`src/rtl/ps_link_arbiter.sv`:
```
// ---------------------------------------------------------------------------
// ps_link_arbiter
//
// Two requesters share one 4-bit parallel-to-serial shifter. Each accepted
// word is sent on a single serial line as a framed sequence:
//   start(1), channel id, d3, d2, d1, d0, then one idle gap bit (0).
// Arbitration is round-robin over the two requesters. Every state, the shift
// register and the bit counter advance only on clock edges where en=1.
//
// Ports
//   clk    in   rising-edge clock
//   reset  in   synchronous active-low reset
//   en     in   bit-time enable
//   req0   in   requester 0 word pending (held until gnt0)
//   data0  in   requester 0 word, stable while req0=1
//   req1   in   requester 1 word pending (held until gnt1)
//   data1  in   requester 1 word, stable while req1=1
//   gnt0   out  one-cycle pulse, data0 captured
//   gnt1   out  one-cycle pulse, data1 captured
//   sout   out  serial line, idle level 0
//   frame  out  high while sout carries start/id/data bits
//   busy   out  high whenever the sequencer is not idle
// ---------------------------------------------------------------------------
module ps_link_arbiter (
    input  logic       clk,
    input  logic       reset,
    input  logic       en,
    input  logic       req0,
    input  logic [3:0] data0,
    input  logic       req1,
    input  logic [3:0] data1,
    output logic       gnt0,
    output logic       gnt1,
    output logic       sout,
    output logic       frame,
    output logic       busy
);

    typedef enum logic [2:0] {
        ST_IDLE  = 3'd0,
        ST_START = 3'd1,
        ST_ID    = 3'd2,
        ST_DATA  = 3'd3,
        ST_GAP   = 3'd4
    } state_t;

    state_t     state_r;
    logic [3:0] shift_r;
    logic [1:0] cnt_r;
    logic       id_r;
    logic       last_r;

    logic       any_req_s;
    logic       pick1_s;
    logic [3:0] win_data_s;

    // Round-robin winner selection; on a tie the requester that did not
    // win last time is chosen.
    always_comb begin
        any_req_s  = req0 | req1;
        pick1_s    = 1'b0;
        win_data_s = data0;
        if (req1 && (!req0 || !last_r)) begin
            pick1_s    = 1'b1;
            win_data_s = data1;
        end else begin
            pick1_s    = 1'b0;
            win_data_s = data0;
        end
    end

    // Frame sequencer. Outputs are registered with the value belonging to
    // the state being entered, so sout/frame line up with the state cycle.
    always_ff @(posedge clk) begin
        if (!reset) begin
            state_r <= ST_IDLE;
            shift_r <= 4'd0;
            cnt_r   <= 2'd0;
            id_r    <= 1'b0;
            last_r  <= 1'b1;
            gnt0    <= 1'b0;
            gnt1    <= 1'b0;
            sout    <= 1'b0;
            frame   <= 1'b0;
            busy    <= 1'b0;
        end else begin
            // Grants are pulses: cleared every cycle, even when en=0.
            gnt0 <= 1'b0;
            gnt1 <= 1'b0;
            if (en) begin
                case (state_r)
                    ST_IDLE: begin
                        if (any_req_s) begin
                            state_r <= ST_START;
                            shift_r <= win_data_s;
                            id_r    <= pick1_s;
                            last_r  <= pick1_s;
                            gnt0    <= ~pick1_s;
                            gnt1    <= pick1_s;
                            sout    <= 1'b1;
                            frame   <= 1'b1;
                            busy    <= 1'b1;
                        end else begin
                            sout    <= 1'b0;
                            frame   <= 1'b0;
                            busy    <= 1'b0;
                        end
                    end
                    ST_START: begin
                        state_r <= ST_ID;
                        sout    <= id_r;
                        frame   <= 1'b1;
                    end
                    ST_ID: begin
                        state_r <= ST_DATA;
                        cnt_r   <= 2'd0;
                        sout    <= shift_r[3];
                        frame   <= 1'b1;
                    end
                    ST_DATA: begin
                        shift_r <= {shift_r[2:0], 1'b0};
                        cnt_r   <= cnt_r + 2'd1;
                        if (cnt_r == 2'd3) begin
                            state_r <= ST_GAP;
                            sout    <= 1'b0;
                            frame   <= 1'b0;
                        end else begin
                            // shift_r[2] becomes the MSB after this shift.
                            sout    <= shift_r[2];
                            frame   <= 1'b1;
                        end
                    end
                    ST_GAP: begin
                        state_r <= ST_IDLE;
                        sout    <= 1'b0;
                        frame   <= 1'b0;
                        busy    <= 1'b0;
                    end
                    default: begin
                        state_r <= ST_IDLE;
                        cnt_r   <= 2'd0;
                        sout    <= 1'b0;
                        frame   <= 1'b0;
                        busy    <= 1'b0;
                    end
                endcase
            end
        end
    end

endmodule

```
`config.mk`:
```
export PLATFORM = sky130hd
export DESIGN_NAME = ps_link_arbiter
export DESIGN_NICKNAME = d
export VERILOG_FILES = /design/src/rtl/ps_link_arbiter.sv
export SDC_FILE = /design/constraint.sdc
export NUM_CORES = 1
export LEC_CHECK = 0
export BUFFER_PORTS_ARGS = -buffer_cell sky130_fd_sc_hd__buf_2
export CORE_MARGIN = 2
export CORE_UTILIZATION = 50
export CTS_BUF_LIST = sky130_fd_sc_hd__clkbuf_2
export DETAILED_ROUTE_END_ITERATION = 8
export GPL_TIMING_DRIVEN = 0
export PLACE_DENSITY_LB_ADDON = 0.12
export SYNTH_ARGS = -nofsm -noshare
export SYNTH_HDL_FRONTEND = slang
export SYNTH_SLANG_ARGS = --single-unit
```
`constraint.sdc`:
```
create_clock -name clk -period 2.56 [get_ports clk]
set_clock_uncertainty 0.15 [all_clocks]
set_input_delay 0.512 -clock clk [delete_from_list [all_inputs] [get_ports clk]]
set_output_delay 0.512 -clock clk [all_outputs]
set_load 0.05 [all_outputs]
```
==> Word level (Yosys, flattened, before mapping) <==
Index checks and enable logic that the tools add are counted.
{ "word_totals": {"out_inout_bits": 5, "elab_cells": 51, "input_bits": 13, "regBits": 16} }
{ "op_classes": {"n_mux": 14, "bitwise_logic": 4, "eq_ne": 7, "reduce_logical": 15, "add_sub_neg": 1} }
{ "op_table": {"columns": ["op", "count"], "rows": [
  ["one-hot mux 3 bit (4 select lines)", 1],
  ["AND reduction 3 bit", 3],
  ["two-way mux 4 bit", 2],
  ["one-hot mux 4 bit (2 select lines)", 1],
  ["== test 3 x 2 -> 1 bit (second input constant)", 2],
  ["two-way mux 3 bit", 2],
  ["OR reduction 3 bit", 2],
  ["two-way mux 1 bit", 4],
  ["inequality test 2 bit (second input constant)", 2],
  ["one-hot mux 1 bit (4 select lines)", 1],
  ["one-hot mux 2 bit (2 select lines)", 1],
  ["AND reduction 2 bit", 2],
  ["AND reduction 4 bit", 1],
  ["== test 3 x 1 -> 1 bit (second input constant)", 1],
  ["== test 3 bit (second input constant)", 1],
  ["zero test 3 bit", 1],
  ["inverter 1 bit", 3],
  ["one-hot mux 1 bit (3 select lines)", 1],
  ["adder 2 x 1 -> 2 bit (second input constant)", 1],
  ["== test 2 bit (second input constant)", 1],
  ["zero test 1 bit", 2],
  ["one-hot mux 1 bit (2 select lines)", 1],
  ["nonzero test 2 bit", 1],
  ["OR reduction 2 bit", 1],
  ["3 further kinds", 3]
]} }

==> Longest topological paths before layout <==
{ "logic_depth": {"word_depth": 6, "ltp_mapped": 5} }

==> Worst setup path after synthesis <==
Ideal clock, no wire load.
{ "synth_path": {"path_kind": "in2reg", "start": "in req1", "end": "reg shift_r[2]", "n_path_buf": 0, "path_slack_ps": 974, "arrival_time_ps": 1318, "required_ps": 2293, "setup_ps": 117, "path_stages": 4, "cell_sequence": "a21boi_2 -> mux2i_1 -> nand2_1 -> a32o_1"} }
{ "synth_via": {"elab_chain_len": 4} }
{ "synth_lines": {"columns": ["element", "line", "rtl"], "rows": [
  ["start, declared", "30", "input logic req1,"],
  ["logical AND 1 bit", "63", "if (req1 && (!req0 || !last_r)) begin"],
  ["two-way mux 4 bit", "63", null],
  ["two-way mux 4 bit", "93", "if (any_req_s) begin"],
  ["one-hot mux 4 bit (2 select lines)", "91", "case (state_r)"],
  ["end signal, assigned", "95", "shift_r <= win_data_s;"],
  ["end signal, assigned", "121", "shift_r <= {shift_r[2:0], 1'b0};"],
  ["end, declared", "48", "logic [3:0] shift_r;"]
]} }
Parallel ways exist; a longest one is shown, timed or not. The select of a mux whose other input is x is not followed.
A chain may end at the register's enable or synchronous reset.

==> Worst setup path after layout <==
{ "layout_path": {"start": "reg sout", "end": "out sout"} }
{ "layout_rtl": {"columns": ["element", "line", "rtl"], "rows": [
  ["start, declared", "34", "output logic sout,"],
  ["start signal, assigned", "111", "sout <= id_r;"],
  ["start signal, assigned", "117", "sout <= shift_r[3];"],
  ["start signal, assigned", "129", "sout <= shift_r[2];"]
]} }
No word-level cell between the ends.

==> out/metrics.cfg <==
[route]
ant_nets=0
drt-initial-drc-count=7
drt_drc_violations_left=0
routedWlPerCell_um=13.0
vias=693
routed_wl_um=1640
dr.pass1.iters=4
via_per_inst=5.50

[worst_hold_path]
holdPathStages=2
min_from=sout
min_to=sout
hold_class=flop to flop

[placement]
gp_congestion=0.742
portBuffers=16
dp_hpwl_um=1230
placed_area_um2=923

[sta]
worst_slew_pin_slew_ps=453
hold_viol=0
relSlewSlack=0.696
drv_slew=0
post-route-period-util=0.614
fmax_mhz=636
post-route-min-period_ps=1570
finalSetupViolations=0
fin_tns_setup_ps=0
rsz0062_at_grt=false

[critical_path]
slowest_delay_ps=360
path_max_fanout=2
rr_worst_depth=4
r2r_start=last_r
critPathKind=flop to output port
worst-path-buf-inv=1
path_delay_family=flip-flops
rrSetupSlack_ps=1010
crit_slowest_cell=dfxtp_1
worstSetupStartpointType=flop
r2r_end=shift_r[2]
path_cells=buf_2
crit_path_end_kind=output port
arrival_ps=910
cp.required_ps=1900

[floorplanning]
rows=14
die_w_um=44.6
initial_utilization=0.540
die_h_um=44.6
core_mm2=0.00152
dieArea_mm2=0.00199
pin_count=18

[clock_network]
root_buffer=clkbuf_2
cts-resized-gates=0
cts_made_buffers=3
cts.sinks=16
h-tree-depth=1
cts_tree=yes
clkSlewWorstSetupHoldPaths_ps=150
max-clock-path-buffers=2
cts_setup_buffers=0
cts_hold_buf=0
clk_latency_ps=290

[run]
drv_cap=0

[synthesis]
ys_seq_area_frac=0.389
yosys_register_bits=16
synth_cell_types=35
yosysWarnings=0
syn_avg_cell_area_um2=9.15
synth_cells=90
synth_fp_nets=104
netlist_area_um2=823

[status]
outcome=complete, no violations

[global_route]
grt_util_all_layers=0.194
grt_pass1_vias=678
grt_pass1_wl_um=2800
antenna_found_initial=0
grt_overflow_total=0
grt_max_degree=11

[finish]
drive_above_1_share=0.291
n_fill_cell=133
area_growth_pct=14.4
design_area_um2=942
nNetsFinal=125
diodes=0

[power_and_ir_drop]
ir_drop_mv=0.325
p_leak_nw=0.408
power_density_mw_per_mm2=533

through the flow:
stage | util | power (W) | cells | hold slack (ps) | setup WS (ps)
detailed placement | 0.606 | 0.000396 | 122 | 299 | 699
floorplan | - | 0.000366 | 90 | 283 | 974
global route | 0.618 | 0.000531 | 126 | 339 | 919
finish | 0.618 | 0.000502 | 126 | 331 | 987
CTS | 0.618 | 0.000506 | 126 | 328 | 980
global placement | 0.606 | 0.000393 | 122 | 297 | 771
sequential cells by signal, summed over array words and instances, names as in the netlist:
register,count
state_r,3
sout,1
busy,1
id_r,1
shift_r,4
last_r,1
cnt_r,2
gnt1,1
frame,1
gnt0,1
cells by family after synthesis:
| kind of cell | count (synthesis) | synth area share |
|---|---|---|
| buf+inv | 8 | 0.0517 |
| fa+ha+maj | 1 | 0.0152 |
| mux | 5 | 0.0608 |
| simple gates | 35 | 0.243 |
| flops | 16 | 0.389 |
| compound gates | 25 | 0.240 |
power breakdown:
part | switching [W] | internal [W] | total [W]
Clock | 0.0000775 | 0.0000339 | 0.000111
Sequential | 0.00000869 | 0.000265 | 0.000274
Combinational | 0.0000679 | 0.0000486 | 0.000117
Total | 0.000154 | 0.000348 | 0.000502
synthesized netlist by cell type:
cell type | instances | area (um^2)
or2_4 | 1 | 8.76
o31ai_2 | 1 | 12.5
nor2_1 | 5 | 18.8
buf_2 | 1 | 5.00
o2bb2ai_1 | 1 | 8.76
o21a_1 | 1 | 7.51
o211ai_1 | 1 | 7.51
mux2i_1 | 5 | 50.1
nor3b_2 | 1 | 12.5
buf_4 | 1 | 7.51
nand3b_1 | 2 | 15.0
and3_1 | 2 | 12.5
nand2b_1 | 1 | 6.26
nor2b_1 | 5 | 31.3
o21ai_4 | 1 | 16.3
ha_1 | 1 | 12.5
a21boi_1 | 1 | 7.51
or2_2 | 2 | 12.5
and3_4 | 1 | 11.3
buf_6 | 1 | 11.3
a32o_1 | 3 | 30.0
clkbuf_1 | 1 | 3.75
inv_1 | 4 | 15.0
and2_1 | 1 | 6.26
nand3_1 | 2 | 10.0
nand2_1 | 10 | 37.5
dfxtp_1 | 16 | 320
o22ai_1 | 3 | 18.8
and3b_1 | 1 | 8.76
a21boi_2 | 2 | 22.5
a21oi_1 | 6 | 30.0
o21ai_0 | 2 | 10.0
o32ai_1 | 1 | 8.76
and2b_2 | 1 | 8.76
a22o_1 | 2 | 17.5
metal layers:
| metal | track usage | part of all wire | vias up |
|---|---|---|---|
| li1 | - | - | 361 |
| met1 | 0.239 | 0.49 | 317 |
| met2 | 0.304 | 0.46 | 13 |
| met3 | 0.0735 | 0.042 | 2 |
| met4 | 0.0727 | 0.012 | 0 |
| met5 | 0 | 0 | - |
area by class of cell:
| cell class | instances | area [um^2] | area share |
|---|---|---|---|
| clock inverter | 1 | 3.75 | 0.00398 |
| multi-input combinational | 66 | 460 | 0.489 |
| clock buffer | 3 | 15.0 | 0.0159 |
| inverter | 4 | 15.0 | 0.0159 |
| buffer | 4 | 27.5 | 0.0292 |
| sequential | 16 | 320 | 0.340 |
| timing repair buffer | 16 | 80.1 | 0.0850 |
| tap | 16 | 20.0 | 0.0212 |
cell usage in the layout, fill, tap and decap left out, types with 2 or more instances in the layout:
| master | Yosys | final |
|---|---|---|
| a21boi_2 | 2 | 2 |
| a32o_1 | 3 | 3 |
| or2_2 | 2 | 2 |
| inv_1 | 4 | 4 |
| clkbuf_2 | 0 | 3 |
| nand2_1 | 10 | 10 |
| nand3_1 | 2 | 2 |
| mux2i_1 | 5 | 5 |
| nor2_1 | 5 | 5 |
| a22o_1 | 2 | 2 |
| nand3b_1 | 2 | 2 |
| and3_1 | 2 | 2 |
| dfxtp_1 | 16 | 16 |
| o21ai_0 | 2 | 2 |
| nor2b_1 | 5 | 5 |
| o22ai_1 | 3 | 3 |
| buf_2 | 1 | 17 |
| a21oi_1 | 6 | 6 |
worst max path at each step:
stage               depth (start not counted)   start          to  slack [ps]
floorplan                                   4    req1  shift_r[2]         970
global placement                            5    req0  shift_r[2]         770
detailed placement                          5    req0  shift_r[2]         700
CTS                                         1    busy        busy         980
global route                                4  last_r  shift_r[2]         920
finish                                      1    sout        sout         990
(Power assumes the default switching activity.)
